## src/rtl/mem_access_stage_pkg.sv

```systemverilog
// rtl/mem_access_stage_pkg.sv - shared types and constants for the MEM pipeline stage
package mem_access_stage_pkg;

    typedef enum logic [1:0] {
        IDLE = 2'd0,
        REQ  = 2'd1,
        WAIT = 2'd2
    } mem_state_e;

    localparam int          DMEM_AW_DEF  = 10;
    localparam int          TIMEOUT_DEF  = 64;
    localparam logic [31:0] ERR_DATA_DEF = 32'hDEAD_BEEF;

    // One write-back register entry handed to the WB stage
    typedef struct packed {
        logic        valid;
        logic [31:0] data;
        logic [4:0]  rd_add;
        logic        err;
    } wb_rec_t;

    // A word address is usable only if every bit above the memory width is zero
    function automatic logic addr_in_range(input logic [31:0] a, input int aw);
        logic [31:0] upper;
        upper = (aw >= 32) ? 32'd0 : (a >> aw);
        return (upper == 32'd0);
    endfunction

endpackage

```

## src/rtl/mem_access_stage.sv

```systemverilog
// rtl/mem_access_stage.sv - MEM stage: data-memory access FSM, timeout and WB register
module mem_access_stage
    import mem_access_stage_pkg::*;
#(
    parameter int          DMEM_AW  = DMEM_AW_DEF,
    parameter int          TIMEOUT  = TIMEOUT_DEF,
    parameter logic [31:0] ERR_DATA = ERR_DATA_DEF
) (
    input  logic               clk,
    input  logic               reset,
    input  logic               valid_2_mem,
    input  logic [31:0]        rd_2_mem,
    input  logic [31:0]        A_2_mem,
    input  logic               mem_read_2_mem,
    input  logic               mem_write_2_mem,
    input  logic               mem_to_reg_2_mem,
    input  logic [4:0]         rd_add_value_2_mem,
    output logic               stall_2_ex,
    output logic               dmem_req,
    output logic               dmem_we,
    output logic [DMEM_AW-1:0] dmem_addr,
    output logic [31:0]        dmem_wdata,
    input  logic               dmem_gnt,
    input  logic               dmem_rvalid,
    input  logic [31:0]        dmem_rdata,
    output logic               wb_valid_2_wb,
    output logic [31:0]        wb_data_2_wb,
    output logic [4:0]         rd_add_value_2_wb,
    output logic               mem_err_2_wb
);

    localparam int CW = $clog2(TIMEOUT + 1);

    mem_state_e state, state_next;

    // Operation latched at capture; the EX register may change while we stall
    logic [DMEM_AW-1:0] addr_q;
    logic [31:0]        data_q;
    logic               we_q;
    logic               m2r_q;
    logic [4:0]         rd_q;

    logic [CW-1:0]      tcnt;
    wb_rec_t            wb_q, wb_d;

    logic is_mem, in_range, capture, timeout_hit;
    logic [31:0] load_data;

    // Decode of the incoming EX entry and the timeout condition
    always_comb begin
        is_mem      = valid_2_mem & (mem_read_2_mem | mem_write_2_mem);
        in_range    = addr_in_range(A_2_mem, DMEM_AW);
        capture     = (state == IDLE) & is_mem & in_range;
        timeout_hit = (tcnt == CW'(TIMEOUT - 1));
        load_data   = m2r_q ? dmem_rdata : data_q;
    end

    // FSM state register
    always_ff @(posedge clk or posedge reset) begin
        if (reset) begin
            state <= IDLE;
        end else begin
            state <= state_next;
        end
    end

    // FSM next state; a handshake beats a timeout landing on the same cycle
    always_comb begin
        state_next = state;
        case (state)
            IDLE: begin
                if (capture) begin
                    state_next = REQ;
                end
            end
            REQ: begin
                if (dmem_gnt) begin
                    if (we_q || dmem_rvalid) begin
                        state_next = IDLE;
                    end else begin
                        state_next = WAIT;
                    end
                end else if (timeout_hit) begin
                    state_next = IDLE;
                end
            end
            WAIT: begin
                if (dmem_rvalid || timeout_hit) begin
                    state_next = IDLE;
                end
            end
            default: state_next = IDLE;
        endcase
    end

    // FSM outputs: memory port driven only while requesting, EX held outside IDLE
    always_comb begin
        stall_2_ex = (state != IDLE);
        dmem_req   = (state == REQ);
        dmem_we    = dmem_req & we_q;
        dmem_addr  = dmem_req ? addr_q : '0;
        dmem_wdata = dmem_we ? data_q : 32'd0;
    end

    // Timeout counter: restarts on every state change, counts while busy
    always_ff @(posedge clk or posedge reset) begin
        if (reset) begin
            tcnt <= '0;
        end else if (state_next != state) begin
            tcnt <= '0;
        end else if (state != IDLE) begin
            tcnt <= tcnt + 1'b1;
        end
    end

    // Capture registers for the memory operation
    always_ff @(posedge clk or posedge reset) begin
        if (reset) begin
            addr_q <= '0;
            data_q <= 32'd0;
            we_q   <= 1'b0;
            m2r_q  <= 1'b0;
            rd_q   <= 5'd0;
        end else if (capture) begin
            addr_q <= A_2_mem[DMEM_AW-1:0];
            data_q <= rd_2_mem;
            we_q   <= mem_write_2_mem;
            m2r_q  <= mem_to_reg_2_mem;
            rd_q   <= rd_add_value_2_mem;
        end
    end

    // Next WB entry; valid and err fall back to 0 whenever nothing completes
    always_comb begin
        wb_d       = wb_q;
        wb_d.valid = 1'b0;
        wb_d.err   = 1'b0;
        case (state)
            IDLE: begin
                if (valid_2_mem && !is_mem) begin
                    wb_d.valid  = 1'b1;
                    wb_d.data   = rd_2_mem;
                    wb_d.rd_add = rd_add_value_2_mem;
                end else if (is_mem && !in_range) begin
                    wb_d.valid  = mem_read_2_mem & ~mem_write_2_mem;
                    wb_d.data   = ERR_DATA;
                    wb_d.rd_add = rd_add_value_2_mem;
                    wb_d.err    = 1'b1;
                end
            end
            REQ: begin
                if (dmem_gnt) begin
                    if (!we_q && dmem_rvalid) begin
                        wb_d.valid  = 1'b1;
                        wb_d.data   = load_data;
                        wb_d.rd_add = rd_q;
                    end
                end else if (timeout_hit) begin
                    wb_d.valid  = ~we_q;
                    wb_d.data   = ERR_DATA;
                    wb_d.rd_add = rd_q;
                    wb_d.err    = 1'b1;
                end
            end
            WAIT: begin
                if (dmem_rvalid) begin
                    wb_d.valid  = 1'b1;
                    wb_d.data   = load_data;
                    wb_d.rd_add = rd_q;
                end else if (timeout_hit) begin
                    wb_d.valid  = 1'b1;
                    wb_d.data   = ERR_DATA;
                    wb_d.rd_add = rd_q;
                    wb_d.err    = 1'b1;
                end
            end
            default: ;
        endcase
    end

    // WB pipeline register
    always_ff @(posedge clk or posedge reset) begin
        if (reset) begin
            wb_q <= '0;
        end else begin
            wb_q <= wb_d;
        end
    end

    assign wb_valid_2_wb     = wb_q.valid;
    assign wb_data_2_wb      = wb_q.data;
    assign rd_add_value_2_wb = wb_q.rd_add;
    assign mem_err_2_wb      = wb_q.err;

endmodule

```

## config.mk

```make
export PLATFORM = sky130hd
export DESIGN_NAME = mem_access_stage
export DESIGN_NICKNAME = d
export VERILOG_FILES = /design/src/rtl/mem_access_stage_pkg.sv /design/src/rtl/mem_access_stage.sv
export SDC_FILE = /design/constraint.sdc
export NUM_CORES = 1
export LEC_CHECK = 0
export CAP_MARGIN = 20
export CELL_PAD_IN_SITES_DETAIL_PLACEMENT = 0
export CELL_PAD_IN_SITES_GLOBAL_PLACEMENT = 2
export CORE_MARGIN = 1.5
export CORE_UTILIZATION = 28
export CTS_BUF_LIST = sky130_fd_sc_hd__clkbuf_2 sky130_fd_sc_hd__clkbuf_4 sky130_fd_sc_hd__clkbuf_8
export DETAILED_ROUTE_END_ITERATION = 8
export GPL_ROUTABILITY_DRIVEN = 0
export GPL_TIMING_DRIVEN = 0
export PLACE_DENSITY_LB_ADDON = 0.1
export SYNTH_ARGS = -nofsm -noshare
export SYNTH_HDL_FRONTEND = slang
export SYNTH_SLANG_ARGS = --single-unit
```

## constraint.sdc

```tcl
create_clock -name clk -period 3.9 [get_ports clk]
set_input_delay 0.975 -clock clk [delete_from_list [all_inputs] [get_ports clk]]
set_output_delay 0.975 -clock clk [all_outputs]
set_load 0.05 [all_outputs]
```

==> metrics.md, run 1 <==
| Metric | Value |
|---|---|
| Status | `finished clean` |
| Smallest setup slack after layout | `0.180 ns` |
| First-pass GRT wire length | `29900 um` |
| Clock Latency Late Sink | `0.39 ns` |
| Largest net degree at the start of global routing | `59` |
| Routed WL | `19400 um` |
| Die Ht | `141 um` |
| Place WS | `0.00703 ns` |
| P&R area growth vs syn | `45.5%` |
| Fmax | `269 MHz` |
| Std cell rows | `50` |
| Clock Skew | `0.00975 ns` |
| Critical Path Start Type | `register` |
| Layout net count | `829` |
| Mean routed wirelength per cell | `20.3 um` |
| CTS root buf | `clkbuf_8` |
| Layout fillers | `1843` |
| Syn Inst Count | `514` |
| Setup bufs post-CTS | `0` |
| Die area | `19900 um2` |
| Yosys cell types | `44` |
| Post_cts resized | `13` |
| IO Pins | `193` |
| Crit path DAT | `2.74 ns` |
| N_diodes | `0` |
| Grt total ovfl | `0` |
| Final worst path period need | `3.72 ns` |
| Hold Path Class | `reg -> reg` |
| EDFF count, synth | `0` |
| Largest stage delay, worst path | `0.70 ns` |
| Post-Syn Nets | `624` |
| Ys async rst share | `100%` |
| Top-area cell type share of the netlist area | `45.5%` |
| Drt first pass iters | `4` |
| RSZ-0062 raised after global routing | `no` |
| Avg Cell Area, Syn | `10.4 um2` |
| Max IR drop VDD | `0.000151 V` |
| CP endpoint kind | `output port` |
| CTS HTree Levels | `3` |
| CTS tree | `yes` |
| Max-Cap Viols | `0` |
| Remaining antenna violation count | `0` |
| Fin cells | `956` |
| GR Util All Layers | `19.8%` |
| WS Path Type | `reg -> out` |
| Hold Slack | `0.500 ns` |
| Critical path's slowest cell | `clkdlybuf4s50_1` |
| 1st-iter DRT viols | `283` |
| Vias in the first global route | `4993` |
| Count leader, synth | `dfrtp_1` |
| Cells after DPL | `942` |
| Synth cell count leaders | `dfrtp_1 (97), nand2_1 (55), mux2_2 (40)` |
| Worst-Margin Slew | `0.784 ns` |
| Initial antenna violation count | `0` |
| Slew HR | `47.7%` |
| Layout cell share with drive strength beyond 1 | `11.9%` |
| Sink Count | `97` |
| # setup viols final | `0` |
| TritonCTS Buffers | `9` |
| Yosys warning total | `0` |
| Core ar. | `18700 um2` |
| DP Wirelength | `14000 um` |
| Post-Synthesis Cell Area | `5330 um2` |
| Hold Vio Cnt, Final | `0` |
| Critical-path cell list | `nand2b_1 > clkinv_1 > clkbuf_2 > and3_1 > clkdlybuf4s50_1` |
| Post-synth top area cell | `dfrtp_1` |
| Die Wd | `141 um` |
| Post-CTS Hold Fix Bufs | `0` |
| Starting Density | `28.5%` |
| Pwr dens | `291 nW/um2` |
| Final Cycle Share | `95.4%` |
| Port bufs | `192` |
| Leak Pwr | `3.47 nW` |
| CTS max path bufs | `2` |
| CP max FO | `10` |
| Vias per cell | `5.13` |
| Setup_tns | `0 ns` |
| Seq cells post-synth | `97` |
| Sequential area share after synthesis | `45.5%` |
| Required time worst endpoint | `2.92 ns` |
| Top area cells in the synthesized netlist | `dfrtp_1 (46%), mux2_2 (8.4%), mux2i_1 (6.0%)` |
| Max-slew violation count | `0` |
| DR DRC count | `0` |
| Main flop type after synthesis | `dfrtp_1` |
| Clock Pin Slew Worst Setup and Hold Paths | `0.10 ns` |
| Via count | `4901` |
| Final Core Density | `41.5%` |
## cell type report
type / count / area [um2] / area share [%]
plain buffers: 43 / 233 / 3.00
flip-flops and latches: 97 / 2430 / 31.3
multi-input cells: 368 / 2660 / 34.2
repair buffers: 194 / 1940 / 25.1
inverters: 6 / 25.0 / 0.322
well taps: 234 / 293 / 3.77
clock inverters: 3 / 43.8 / 0.564
clock buffers: 11 / 139 / 1.79
## through the flow
| step | cell area, um2 | power (mW) |
|---|---|---|
| detailed placement | 7580 | 1.59 |
| floorplan | 5330 | 1.34 |
| CTS | 7760 | 2.28 |
| finish | 7760 | 2.26 |
| global placement | 7550 | 1.58 |
| global route | 7760 | 2.35 |
## critical path, delay by kind of cell (launching register included)
kind / cells / cell delay [ns]
buffers and inverters: 3 / 1.36
and+or+nand+nor: 2 / 0.50
DFF: 1 / 0.51
## report_power, final
part	switching [mW]	internal (mW)	leakage, nW	total (mW)
clock	0.384	0.305	0.0961	0.689
combinational	0.262	0.215	2.10	0.477
sequential	0.0372	1.05	1.27	1.09
total	0.682	1.57	3.47	2.26
## worst paths after layout
check / from / endpoint / slack, ns / cells after the start
worst min-delay path: wb_data_2_wb[31] / wb_data_2_wb[31] / 0.50 / 1
worst max-delay path: state[1] / dmem_wdata[10] / 0.18 / 5
max in group asynchronous: reset / state[0] / 2.19 / 3
worst max register to register: tcnt[0] / wb_data_2_wb[0] / 1.44 / 8
min in group asynchronous: reset / data_q[2] / 1.00 / 2
worst min register to register: wb_data_2_wb[31] / wb_data_2_wb[31] / 0.50 / 1
## cell families after synthesis
group,count (synthesis),synth area share [%]
AOI/OAI and AO/OA,129,17.6
xor gates and xnor gates,6,0.985
adders and majority gates,1,0.235
buffers and inverters,49,4.67
DFF,97,45.5
muxes,81,16.4
and+or+nand+nor,151,14.7
## layer usage
metal	track usage [%]	share of wire, %	wire [um]
met1	27.3	47	9110
met2	31.6	46	8900
met3	3.94	5.8	1130
met4	5.76	1.3	253
met5	0	0	0
## cell usage in the layout, fill, tap and decap left out, drive strengths merged, types with 6 or more instances in the layout
master and count:
a211o 25, a21oi 27, a221o 13, a22o 25
and2 17, and3 33, buf 20, clkbuf 36
clkdlybuf4s50 181, dfrtp 97, dlygate4sd2 10, mux2 49
mux2i 32, nand2 55, nor2 23, nor4 6
o21ai 30
## flip-flops by register name, summed over array words and instances, names as in the netlist, 2 cells and up
name,count
addr_q,10
data_q,32
rd_add_value_2_wb,5
rd_q,5
state,2
tcnt,7
wb_data_2_wb,32
No activity file was read; power rests on OpenSTA's default activity.
==> inputs of run 2 (changes only) <==
--- a/config.mk
+++ b/config.mk
@@ -13,7 +13,7 @@
 export CTS_BUF_LIST = sky130_fd_sc_hd__clkbuf_2 sky130_fd_sc_hd__clkbuf_4 sky130_fd_sc_hd__clkbuf_8
 export DETAILED_ROUTE_END_ITERATION = 8
-export GPL_ROUTABILITY_DRIVEN = 0
 export GPL_TIMING_DRIVEN = 0
 export PLACE_DENSITY_LB_ADDON = 0.1
+export SLEW_MARGIN = 0
 export SYNTH_ARGS = -nofsm -noshare
 export SYNTH_HDL_FRONTEND = slang
==> constraint.sdc (replaced) <==
create_clock -name clk -period 3.9 [get_ports clk]
set_input_delay 0.975 -clock clk [delete_from_list [all_inputs] [get_ports clk]]
set_output_delay 0.975 -clock clk [all_outputs]
set_load 0.005 [all_outputs]
==> run 2 against run 1 <==
  * Clock power barely moved
  * Largest power group unchanged
  * Via count rose by 0.43%
  * Cell count is the same
  * Largest cell class unchanged
==> metrics.md, run 2 (synthesized netlist as in run 1, its figures left out) <==
| Metric | Value |
|---|---|
| Clock Skew | `0.0134 ns` |
| Crit path DAT | `2.72 ns` |
| Int Pwr | `1.57 mW` |
| Max IR drop VDD | `0.000149 V` |
| Pwr dens | `274 nW/um2` |
| Mean routed wirelength per cell | `20.4 um` |
| Vias per cell | `5.15` |
| DP Wirelength | `14000 um` |
| CTS tree | `yes` |
| Grt total ovfl | `0` |
| Die area | `19900 um2` |
| Sw Share | `26.1%` |
| Endpoint, Worst Hold | `wb_data_2_wb[31]` |
| Largest net degree at the start of global routing | `59` |
| Layout fillers | `1844` |
| Sequential cell area | `2430 um2` |
| Status | `finished clean` |
| CTS max path bufs | `2` |
| TritonCTS Buffers | `9` |
| Vias in the first global route | `4997` |
| Remaining antenna violation count | `0` |
| # setup viols final | `0` |
| Starting Density | `28.5%` |
| Drt first pass iters | `4` |
| Layout net count | `829` |
| N_diodes | `0` |
| Commonest cells after routing, fill and taps aside | `clkdlybuf4s50_1 (192), dfrtp_1 (97), nand2_1 (55)` |
| WS Path Type | `reg -> out` |
| Clock Pin Slew Worst Setup and Hold Paths | `0.10 ns` |
| Smallest setup slack after layout | `0.208 ns` |
| Final GP Congestion | `0.796` |
| Leak Pwr | `3.39 nW` |
| Final worst path period need | `3.69 ns` |
| Cell depth of the worst flop-to-flop path | `8` |
| Final Core Density | `41.5%` |
| RSZ-0062 raised after global routing | `no` |
| Hold depth | `1` |
| Net Sw Power | `0.556 mW` |
| First-pass GRT wire length | `29900 um` |
| 1st-iter DRT viols | `286` |
| Hold Vio Cnt, Final | `0` |
| R2R Setup Slk | `1.44 ns` |
| IO Pins | `193` |
| Max-slew violation count | `0` |
| P&R area growth vs syn | `45.7%` |
| Clock Latency Late Sink | `0.39 ns` |
| Slew HR | `45.9%` |
| Routed WL | `19500 um` |
| Die Ht | `141 um` |
| Port bufs | `192` |
| RR Startpoint | `tcnt[0]` |
| Initial antenna violation count | `0` |
| Via count | `4922` |
| Core ar. | `18700 um2` |
| Setup bufs post-CTS | `0` |
| Die Wd | `141 um` |
| Part of the power in the clock network | `32.5%` |
| Critical Path Start Type | `register` |
| CTS root buf | `clkbuf_8` |
| Std cell rows | `50` |
| DR DRC count | `0` |
| Most common cell after layout, fill and taps aside | `clkdlybuf4s50_1` |
| Sequential Power Share | `51.2%` |
| Final Cycle Share | `94.7%` |
| GR Util All Layers | `19.8%` |
| CP endpoint kind | `output port` |
| Max-Cap Viols | `0` |
| Place WS | `0.308 ns` |
| Hold path startpoint | `wb_data_2_wb[31]` |
| Fmax | `271 MHz` |
| Worst-Margin Slew | `0.812 ns` |
| Sink Count | `97` |
| CTS HTree Levels | `3` |
| CP max FO | `10` |
| Gate power share | `16.3%` |
| Multi-input gate area | `2660 um2` |
| Layout cell share with drive strength beyond 1 | `11.5%` |
| Hold Path Class | `reg -> reg` |
| Required time worst endpoint | `2.92 ns` |
| R2r endpoint | `wb_data_2_wb[0]` |
[run 2: cell types whose count changed in the layout (fill, tap and decap cells not counted)]
cell,previous run,this run
clkdlybuf4s50_1,181,192
dlygate4sd2_1,10,0
clkbuf_1,20,23
clkbuf_2,5,2
dlymetal6s2s_1,1,0
[run 2: final cells by class]
type / count / area share, %
Inverter: 6 / 0.322
Clock inverter: 3 / 0.564
Sequential cell: 97 / 31.3
Tap cell: 234 / 3.77
Multi-Input combinational cell: 368 / 34.2
Clock buffer: 11 / 1.79
Buffer: 43 / 2.95
Timing Repair Buffer: 194 / 25.2
[run 2: timing repair]
item,4_1_cts,5_1_grt
gates resized for setup,1,2
setup endpoints to repair,10,10
hold buffers,0,0
[run 2: through the flow]
step | power [mW] | TNS [ns] | hold slack (ns) | cells | area, um2
6_report | 2.13 | 0 | 0.498 | 956 | 7770
5_1_grt | 2.23 | 0 | 0.519 | 956 | 7770
4_1_cts | 2.15 | 0 | 0.500 | 956 | 7770
3_5_place_dp | 1.46 | 0 | 0.477 | 942 | 7580
3_3_place_gp | 1.45 | -147.62 | 0.471 | 940 | 7550
2_1_floorplan | 1.22 | 0 | 0.472 | 514 | 5330
[run 2: worst max-delay path by stage]
| stage | cells past startpoint | start | endpoint |
|---|---|---|---|
| after floorplan | 1 | reset | addr_q[0] |
| after global placement | 2 | reset | data_q[16] |
| after detailed placement | 6 | state[1] | dmem_wdata[30] |
| after CTS | 6 | state[1] | dmem_wdata[30] |
| after global routing | 6 | state[1] | dmem_wdata[24] |
| final | 6 | state[1] | dmem_wdata[26] |
[run 2: per-layer routing]
metal | part of all wire, % | track usage (%) | wire length [um]
met2 | 46 | 31.6 | 8920
met3 | 6.5 | 3.94 | 1270
met5 | 0 | 0 | 0
met1 | 46 | 27.3 | 9030
met4 | 1.3 | 5.76 | 245
[run 2: power groups by stage]
stage	logic [mW]	registers (mW)	clock network, mW
after CTS	0.354	1.09	0.708
after detailed placement	0.352	1.11	0
after global routing	0.379	1.10	0.752
after global placement	0.343	1.11	0
final	0.348	1.09	0.692
after floorplan	0.111	1.10	0
[run 2: worst max-delay path: stages (launching register included)]
cell	delay [ns]
dfrtp_1	0.50
nand2b_1	0.22
clkinv_1	0.31
clkbuf_2	0.30
clkbuf_2	0.28
and3_1	0.25
clkdlybuf4s50_1	0.46
